[src/rtl/sram_pkg.sv]
// Shared types and constants for the SRAM access path.
package sram_pkg;

  localparam int SRAM_ADDR_W = 18;
  localparam int SRAM_DATA_W = 16;
  localparam int SRAM_BE_W   = 2;

  typedef enum logic [1:0] {
    IDLE   = 2'd0,
    ACCESS = 2'd1,
    RESP   = 2'd2
  } sram_seq_state_t;

  typedef struct packed {
    logic                   we;
    logic [SRAM_ADDR_W-1:0] addr;
    logic [SRAM_DATA_W-1:0] wdata;
    logic [SRAM_BE_W-1:0]   be_n;
  } sram_req_t;

endpackage

[src/rtl/sram_access_sequencer.sv]
// Single-outstanding SRAM access sequencer: request in, timed enables out,
// read data back over a valid/ready response channel.
module sram_access_sequencer
  import sram_pkg::*;
#(
  parameter int ADDR_W   = SRAM_ADDR_W,
  parameter int DATA_W   = SRAM_DATA_W,
  parameter int BE_W     = SRAM_BE_W,
  parameter int WAIT_CYC = 2
) (
  input  logic              clk,
  input  logic              rst_n,
  input  logic              req_valid,
  output logic              req_ready,
  input  logic              req_we,
  input  logic [ADDR_W-1:0] req_addr,
  input  logic [DATA_W-1:0] req_wdata,
  input  logic [BE_W-1:0]   req_be_n,
  output logic              rsp_valid,
  input  logic              rsp_ready,
  output logic [DATA_W-1:0] rsp_rdata,
  output logic              wr_done,
  output logic              ctl_read_en,
  output logic              ctl_wr_en,
  output logic [ADDR_W-1:0] ctl_address,
  output logic [DATA_W-1:0] ctl_wr_data,
  output logic [BE_W-1:0]   ctl_byte_en_n,
  input  logic [DATA_W-1:0] ctl_read_data
);

  localparam logic [3:0] CNT_LOAD = 4'(WAIT_CYC - 1);

  sram_seq_state_t state, state_nxt;
  logic [3:0]      cnt;
  logic            accept;
  logic            last_cyc;
  logic            rsp_take;

  // Ready only in IDLE and never while reset is held.
  assign req_ready = (state == IDLE) && rst_n;

  // State register.
  always_ff @(posedge clk or negedge rst_n) begin
    if (!rst_n) state <= IDLE;
    else        state <= state_nxt;
  end

  // Next-state and handshake decode.
  always_comb begin
    state_nxt = state;
    accept    = 1'b0;
    last_cyc  = 1'b0;
    rsp_take  = 1'b0;
    unique case (state)
      IDLE: begin
        accept = req_valid;
        if (req_valid) state_nxt = ACCESS;
      end
      ACCESS: begin
        last_cyc = (cnt == 4'd0);
        if (last_cyc) state_nxt = ctl_read_en ? RESP : IDLE;
      end
      RESP: begin
        rsp_take = rsp_ready;
        if (rsp_ready) state_nxt = IDLE;
      end
      default: state_nxt = IDLE;
    endcase
  end

  // Controller-side bus: launch on accept, hold through ACCESS, park after.
  always_ff @(posedge clk or negedge rst_n) begin
    if (!rst_n) begin
      cnt           <= '0;
      ctl_read_en   <= 1'b0;
      ctl_wr_en     <= 1'b0;
      ctl_address   <= '0;
      ctl_wr_data   <= '0;
      ctl_byte_en_n <= '1;
    end else if (accept) begin
      cnt           <= CNT_LOAD;
      ctl_read_en   <= ~req_we;
      ctl_wr_en     <= req_we;
      ctl_address   <= req_addr;
      ctl_wr_data   <= req_wdata;
      ctl_byte_en_n <= req_be_n;
    end else if (last_cyc) begin
      ctl_read_en   <= 1'b0;
      ctl_wr_en     <= 1'b0;
      ctl_byte_en_n <= '1;
    end else if (state == ACCESS) begin
      cnt <= cnt - 4'd1;
    end
  end

  // Response side: capture read data on the last access cycle, pulse wr_done.
  always_ff @(posedge clk or negedge rst_n) begin
    if (!rst_n) begin
      rsp_valid <= 1'b0;
      rsp_rdata <= '0;
      wr_done   <= 1'b0;
    end else begin
      wr_done <= last_cyc && ctl_wr_en;
      if (last_cyc && ctl_read_en) begin
        rsp_valid <= 1'b1;
        rsp_rdata <= ctl_read_data;
      end else if (rsp_take) begin
        rsp_valid <= 1'b0;
      end
    end
  end

endmodule

[config.mk]
export PLATFORM = sky130hd
export DESIGN_NAME = sram_access_sequencer
export DESIGN_NICKNAME = d
export VERILOG_FILES = /design/src/rtl/sram_pkg.sv /design/src/rtl/sram_access_sequencer.sv
export SDC_FILE = /design/constraint.sdc
export NUM_CORES = 1
export LEC_CHECK = 0
export CORE_AREA = 3 3 84 86
export CTS_BUF_LIST = sky130_fd_sc_hd__clkbuf_4
export CTS_CLUSTER_SIZE = 16
export DETAILED_ROUTE_END_ITERATION = 6
export DIE_AREA = 0 0 87 89
export PLACE_DENSITY = 0.82
export SLEW_MARGIN = 0
export SYNTH_ARGS = -nofsm -noshare
export SYNTH_HDL_FRONTEND = slang
export SYNTH_SLANG_ARGS = --single-unit
[constraint.sdc]
create_clock -name clk -period 2.3 [get_ports clk]
set_clock_uncertainty 0.1 [all_clocks]
set_input_delay 0.345 -clock clk [delete_from_list [all_inputs] [get_ports clk]]
set_output_delay 0.345 -clock clk [all_outputs]
set_load 0.01 [all_outputs]
**After elaboration in Yosys (flattened, before gate mapping)**

Cells that the tools add are included.

- $add $sub $neg: 1
- Bitwise logic cells: 1
- Equality and inequality tests: 6
- Reductions and logical operators: 10
- Mux-type cells: 18

Operators with widths:

| cell | number |
|---|---|
| $mux 2 | 6 |
| $mux 4 | 3 |
| $mux 1 | 8 |
| $ne 2x2->1 const B | 4 |
| $pmux 2 s3 | 1 |
| $reduce_bool 2->1 | 3 |
| $logic_not 4->1 | 1 |
| $sub 4x1->4 const B | 1 |
| $logic_and 1x1->1 | 3 |
| $reduce_and 3->1 | 1 |
| $eq 2x1->1 const B | 1 |
| $eq 2x2->1 const B | 1 |
| $logic_not 2->1 | 1 |
| $reduce_and 2->1 | 1 |
| $not 1->1 | 1 |

- Logic and storage cells: 46
- Output and inout port bits: 57
- Register bits: 62
- Input bits: 57

**Logic depth before layout (Yosys ltp)**

Gate-level depths: netlist (run 1).

- Depth after elaboration: 4
- Depth in mapped cells: 6

**Least setup slack after synthesis (run 1)**

OpenSTA, ideal clock, no wires.

- Kind: reg-to-reg
- From: register cnt[0]
- To: register rsp_rdata[10]
- Stages on the path, launching flop included: 7
- Arrival time: 1793 ps
- Path slack: 282 ps
- Setup time: 125 ps
- Clock period less this slack: 2018 ps
- Path through: dfrtp_1 inv_1 ha_1 or2b_4 nor4_4 buf_6 mux2_4

- Cells in the longest elaborated chain, start to end: 3

RTL lines:

| element | RTL line | text |
|---|---|---|
| from (decl) | sram_access_sequencer.sv:34 | `logic [3:0] cnt;` |
| from (signal assigned) | sram_access_sequencer.sv:92 | `cnt <= cnt - 4'd1;` |
| $logic_not 4->1 | sram_access_sequencer.sv:60 | `last_cyc = (cnt == 4'd0);` |
| $mux 1 | sram_access_sequencer.sv:54 | `unique case (state)` |
| $logic_and 1x1->1 | sram_access_sequencer.sv:104 | `if (last_cyc && ctl_read_en) begin` |
| to (signal assigned) | sram_access_sequencer.sv:106 | `rsp_rdata <= ctl_read_data;` |
| to (decl) | sram_access_sequencer.sv:21 | `output logic [DATA_W-1:0] rsp_rdata,` |

Every way passes these cells.
A chain may end at the register's enable or synchronous reset.

**Worst setup path after layout (run 1)**

- From: register state[0]
- To: output port req_ready

- Cells in the longest elaborated chain, start to end: 2

RTL lines:

| element | RTL line | text |
|---|---|---|
| from (decl) | sram_access_sequencer.sv:33 | `sram_seq_state_t state, state_nxt;` |
| from (signal assigned) | sram_access_sequencer.sv:45 | `else state <= state_nxt;` |
| $logic_not 2->1 | sram_access_sequencer.sv:40 | `assign req_ready = (state == IDLE) && rst_n;` |
| $logic_and 1x1->1 | sram_access_sequencer.sv:40 |  |
| to (decl) | sram_access_sequencer.sv:14 | `output logic req_ready,` |

Every way passes these cells.

==> results by group, run 1 <==
Run status
  – Run status: complete, no violations

Global routing
  – Antenna violations before repair: 0
  – Wire length of the first global-routing pass: between 9000 and 10,000 µm
  – Maximum number of pins on one net before global-route repair: 63
  – Number of global-route vias before repair: 2,117
  – Global route overflow: 0
  – Global-route usage over all layers: 0.153

Pwr
  – Worst IR drop on VDD: about 640 µV
  – Leak: between 1.5 and 2 nW
  – Power density relative to cell area: between 1000 and 1500 nW/µm²
  – Total Power Consumption: roughly 5.1 mW

Placement
  – DPL Wire Length: around 4100 µm
  – Routability-driven placement congestion ratio: roughly 0.7
  – Quantity of I/O buffers inserted on ports: ~110

Setup path
  – Startpoint class of the critical path: register
  – Element type at the critical path end: primary output
  – Arrival time of data at the critical path endpoint: ~1.7 ns
  – Worst Setup Path Type: reg2out
  – Biggest fanout along the worst timing path: 10
  – Worst endpoint required time: 1.86 ns

Clocking
  – CTS tree: built
  – Clock Pin Slew Worst Setup and Hold Paths: ~0.10 ns
  – Sink Count: 62
  – CTS Root Cell: clkbuf_4
  – Number of buffers created by CTS: 9
  – Number of instances resized during post-cts repair: 0
  – Buffer depth of the longest clock path: 2
  – Insertion delay to the later sink of the worst-skew pair: between 0.3 and 0.4 ns
  – Number of hold buffers added after cts: 0
  – Buffers inserted by post-CTS timing repair: 0
  – Max H-tree Level: 3

Floorplan
  – Top-level port count: 114
  – Placeable core area: approximately 6300 µm²
  – Height of the die: about 89 µm
  – Width of the chip: slightly below 90 µm
  – Initial Utilization: 0.395
  – Die ar.: between 7000 and 8000 µm²
  – Std-Cell Rows: 29

Synthesis
  – Main synth FF type: dfrtp_1
  – Sequential share of the synthesized area: 0.620
  – Library cell with the largest summed area after synthesis: dfrtp_1
  – Average cell area after synthesis: between 10 and 15 µm²
  – Share of the synthesized area in the top cell type: 0.599
  – Number of flops mapped to enable cells by yosys: 0
  – Share of synthesized flip-flops with an asynchronous set or reset: 1.00
  – Count leader, synth: nand2_1
  – Cell types with the highest counts after synthesis: 107 x nand2_1, 60 x dfrtp_1, 8 x mux2_2, 8 x mux2_4, 7 x clkbuf_1
  – Yosys warning count: 0
  – Cells taking the most area after synthesis: dfrtp_1 60%, nand2_1 16%, mux2_4 4.8%
  – Total nets after synthesis: just under 300
  – Number of synthesized register bits: 62
  – Synth Instances: 231
  – Number of distinct library cells after synthesis: 32
  – Post-Synthesis Cell Area: roughly 2500 µm²

STA
  – # setup viols final: 0
  – Number of pins with negative max-slew slack in the final report: 0
  – Final worst hold slack: 0.0274 ns
  – Setup repair after global routing missed its margin: no
  – Transition time of the tightest slew-check pin: between 0.7 and 0.8 ns
  – Share of the clock period used by the worst path: 0.939
  – Peak clock frequency supported by timing: 463 MHz
  – Final period demand of the worst path: about 2.2 ns
  – Max-slew headroom: 0.507
  – Count of final hold-check violations: 0
  – Setup TNS after final layout: 0 ns

Drt
  – Met1 wire length: about 2400 µm
  – Top layer used by detailed routing: met4
  – Total Wirelength: approximately 5700 µm
  – Count of TritonRoute iterations in the first routing pass: 4
  – Met3 WL: around 460 µm
  – First DRT Iteration DRCs: 47
  – Avg WL per Cell: 13.3 µm
  – Detailed-routed wire length on met2: roughly 2800 µm
  – Number of vias in the routed layout: roughly 2.0k
  – Average vias per placed instance: 4.64
  – Routed Antenna Nets: 0
  – DRC violations left: 0

Worst hold path
  – Worst hold-check path type: in2async

Finish
  – Layout overhead on the synthesized area: 54.5%
  – NumNets Final: ~410
  – Final core occ: 0.610
  – Fraction of final layout cells sized beyond drive strength 1: 0.130
  – Antenna diodes: 0

Job
  – Max capacitance violation total: 0
stage by stage:
step           cells  setup WS (ns)  area (µm²)
2_1_floorplan    231          0.282        2510
3_3_place_gp     414          0.274        3720
3_5_place_dp     414          0.249        3720
4_1_cts          430          0.101        3870
5_1_grt          430        0.00419        3870
6_report         430          0.140        3870
report_power, final:
group	leakage (nW)	switching (mW)	internal [mW]
Sequential	0.764	0.325	1.61
Clock	0.0883	0.371	0.459
Combinational	0.959	0.962	1.35
logic make-up after synthesis:
| family | after synthesis | share of synthesized area |
|---|---|---|
| buffers and inverters | 15 | 0.0305 |
| multiplexers | 19 | 0.0959 |
| adder cells (fa/ha/maj) | 1 | 0.00499 |
| flip-flops | 62 | 0.620 |
| AND/OR/NAND/NOR | 125 | 0.225 |
| AO/OA/AOI/OAI | 9 | 0.0240 |
final cells by class:
| type | instances | area [µm²] |
|---|---|---|
| Timing Repair Buffer | 117 | 1170 |
| Inverter | 4 | 15.0 |
| Clock buffer | 11 | 82.6 |
| Sequential cell | 62 | 1550 |
| Multi-Input combinational cell | 154 | 882 |
| Tap cell | 77 | 96.3 |
| Clock inverter | 5 | 73.8 |
| Fill cell | 537 | 2480 |
final timing paths:
check,depth (start not counted),slack [ns],start,to
max,2,0.14,state[0],req_ready
min,2,0.03,rst_n,rsp_rdata[6]
max reg2reg,6,0.36,cnt[0],rsp_rdata[0]
min reg2reg,2,0.39,ctl_wr_data[3],ctl_wr_data[3]
max in group asynchronous,2,1.59,rst_n,ctl_wr_data[8]
min in group clk,3,0.37,req_wdata[9],ctl_wr_data[9]
routing by layer:
metal	vias up	global-route usage
met5	-	0
met4	0	0.0666
met3	8	0.0516
met2	74	0.264
met1	941	0.172
li1	974	-
layout by cell type (no fill, tap or decap), types with 3 or more instances in the layout:
master / synthesis / final
mux2_2: 8 / 8
buf_4: 1 / 3
mux2_4: 8 / 8
dfrtp_1: 60 / 60
clkdlybuf4s50_1: 0 / 112
nand2_1: 107 / 107
mux2i_1: 3 / 3
inv_1: 4 / 4
clkbuf_4: 0 / 11
o21ai_0: 3 / 3
flip-flops by register name, indices dropped and copies added (netlist names):
| name | cells |
|---|---|
| rsp_valid | 1 |
| wr_done | 1 |
| ctl_byte_en_n | 2 |
| rsp_rdata | 16 |
| state | 2 |
| ctl_read_en | 1 |
| cnt | 4 |
| ctl_wr_data | 16 |
| ctl_wr_en | 1 |
| ctl_address | 18 |
critical path: stages, from the launching register on:
cell and delay [ns]:
dfrtp_1 0.52, nor3b_1 0.26, clkdlybuf4s50_1 0.57
(Power assumes the default switching activity.)
==> run 2, diff against run 1 <==
--- a/config.mk
+++ b/config.mk
@@ -7,7 +7,7 @@
 export LEC_CHECK = 0
 export CORE_AREA = 3 3 84 86
 export CTS_BUF_LIST = sky130_fd_sc_hd__clkbuf_4
-export CTS_CLUSTER_SIZE = 16
+export CTS_CLUSTER_SIZE = 30
 export DETAILED_ROUTE_END_ITERATION = 6
 export DIE_AREA = 0 0 87 89
 export PLACE_DENSITY = 0.82
==> results of run 2 <==
Same layout as run 1: the final DEF is identical, and so are final timing and power.
==> run 3, diff against run 2 <==
--- a/config.mk
+++ b/config.mk
@@ -10,6 +10,7 @@
 export CTS_CLUSTER_SIZE = 30
 export DETAILED_ROUTE_END_ITERATION = 6
 export DIE_AREA = 0 0 87 89
+export MAX_ROUTING_LAYER = met4
 export PLACE_DENSITY = 0.82
 export SLEW_MARGIN = 0
 export SYNTH_ARGS = -nofsm -noshare
==> run 3 against run 2 <==
Cell count unchanged. Largest power group unchanged. Largest cell class unchanged. Wire length shrank 0.24%. Power about the same. Utilization barely moved. Flip-flop and latch count unchanged.
==> results by group, run 3 (synthesis gave the netlist of run 1 again) <==
Run status
  – Run status: complete, no violations

STA
  – # setup viols final: 0
  – Final worst slack: approximately 0.19 ns
  – Peak clock frequency supported by timing: ~470 MHz
  – Number of pins with negative max-slew slack in the final report: 0
  – Final period demand of the worst path: roughly 2.1 ns
  – Share of the clock period used by the worst path: 0.916
  – Max-slew headroom: 0.506
  – Transition time of the tightest slew-check pin: roughly 0.74 ns
  – Setup repair after global routing missed its margin: no
  – Count of final hold-check violations: 0
  – Setup TNS after final layout: 0 ns

Setup path
  – Ordered list of cells on the worst path: nor3b_1 > clkdlybuf4s50_1
  – Biggest fanout along the worst timing path: 10
  – Endpoint of the most critical register-to-register path: rsp_rdata[0]
  – Number of cells traversed by the worst register-to-register path: 6
  – Worst endpoint required time: roughly 1.9 ns
  – Cell with the largest stage delay on the worst path: clkdlybuf4s50_1
  – Worst Setup Path Type: reg2out
  – Worst r2r src: cnt[0]
  – Element type at the critical path end: primary output
  – Biggest cell delay along the critical path: 0.56 ns
  – Arrival time of data at the critical path endpoint: about 1.7 ns
  – Startpoint class of the critical path: register
  – R2r setup slk: around 0.36 ns

Clocking
  – Buffers inserted by post-CTS timing repair: 0
  – Insertion delay to the later sink of the worst-skew pair: 0.37 ns
  – Number of buffers created by CTS: 9
  – Sink Count: 62
  – CTS Root Cell: clkbuf_4
  – Clock Pin Slew Worst Setup and Hold Paths: around 0.10 ns
  – Buffer depth of the longest clock path: 2
  – Max H-tree Level: 3
  – CTS tree: built

Floorplan
  – Width of the chip: 87 µm
  – Die ar.: roughly 7700 µm²
  – Std-Cell Rows: 29
  – Top-level port count: around 110
  – Initial Utilization: 0.395
  – Height of the die: 89 µm
  – Placeable core area: roughly 6300 µm²

Finish
  – Antenna diodes: 0
  – Largest register by flop count: ctl_address
  – NumNets Final: about 410
  – Top flop regs: ctl_address x18, ctl_wr_data x16, rsp_rdata x16
  – Filler instances: approximately 540
  – Total area of multi-input combinational cells: between 800 and 900 µm²
  – Most common cell after layout, fill and taps aside: clkdlybuf4s50_1
  – Layout overhead on the synthesized area: 54.6%
  – Total area of sequential cells: around 1600 µm²
  – Number of flip-flops under the largest register name: 18
  – Fraction of final layout cells sized beyond drive strength 1: 0.133
  – Most frequent cells in the layout: 112 x clkdlybuf4s50_1, 107 x nand2_1, 59 x dfrtp_1

Drt
  – First DRT Iteration DRCs: 53
  – Total Wirelength: between 5000 and 6000 µm
  – Avg WL per Cell: approximately 13 µm
  – Count of TritonRoute iterations in the first routing pass: 4
  – Routed Antenna Nets: 0
  – DRC violations left: 0
  – Number of vias in the routed layout: approximately 2k
  – Average vias per placed instance: ~4.6

Placement
  – Post-Place Worst Slack: about 0.25 ns
  – DPL Wire Length: between 4000 and 5000 µm
  – Quantity of I/O buffers inserted on ports: around 110
  – Routability-driven placement congestion ratio: between 0.7 and 0.8

Global routing
  – Global-route usage over all layers: 0.158
  – Maximum number of pins on one net before global-route repair: between 60 and 70
  – Global route overflow: 0
  – Number of global-route vias before repair: around 2.1k
  – Antenna violations before repair: 0
  – Wire length of the first global-routing pass: 9270 µm

Worst hold path
  – Worst hold-check path type: in2async

Job
  – Max capacitance violation total: 0

Pwr
  – Power density relative to cell area: 1310 nW/µm²
  – Worst IR drop on VDD: 642 µV
  – Leak: roughly 1.8 nW
==> run 3: cell count changes in the layout (fill, tap and decap cells not counted) <==
cell / change
dfrtp_1: -1
dfrtp_2: +1
==> run 3: final cells by class <==
type	count	area share
sequential	62	0.401
clock inverter	5	0.0191
inverter	4	0.00388
clock buffer	11	0.0213
tap	77	0.0249
multi-input combinational	154	0.228
timing repair buffer	117	0.302
==> run 3: critical path: cells and delay by family, from the launching register on <==
family,cells,cell delay [ns]
buffers and inverters,1,0.56
DFF,1,0.50
and+or+nand+nor,1,0.23
==> run 3: power breakdown <==
| group | total [mW] | switching [mW] | internal (mW) |
|---|---|---|---|
| registers | 1.94 | 0.324 | 1.61 |
| clock network | 0.827 | 0.368 | 0.460 |
| logic | 2.31 | 0.960 | 1.35 |
==> run 3: routing by layer <==
metal	GRT usage	vias up	wire [µm]
met4	0.0666	0	74
met3	0.0498	8	442
met2	0.264	77	2840
met5	-	-	0
li1	-	974	-
met1	0.175	938	2350
==> run 3: timing repair <==
action                                  4_1_cts  5_1_grt
endpoints found under the setup margin        0        1
gates resized for setup                       0        1
endpoints found under the hold margin         0        0
hold buffers                                  0        0
==> run 3: worst max path at each step <==
stage / endpoint / slack, ns / cells after the start / from
after floorplan: rsp_rdata[10] / 0.28 / 6 / cnt[0]
after global placement: cnt[3] / 0.27 / 5 / req_valid
after detailed placement: cnt[3] / 0.25 / 5 / req_valid
after CTS: req_ready / 0.10 / 2 / state[0]
after global routing: req_ready / 0.06 / 2 / state[0]
final: req_ready / 0.19 / 2 / state[0]
==> run 3: through the flow <==
stage | power (mW) | utilization | instances | instance area (µm²) | hold WS (ns)
detailed placement | 4.31 | 0.585 | 414 | 3720 | 0.365
global placement | 4.23 | 0.585 | 414 | 3720 | 0.357
finish | 5.07 | 0.610 | 430 | 3870 | 0.0321
CTS | 5.16 | 0.610 | 430 | 3870 | 0.0408
global route | 5.45 | 0.610 | 430 | 3870 | 0.0724
floorplan | 3.02 | - | 231 | 2510 | -0.0506
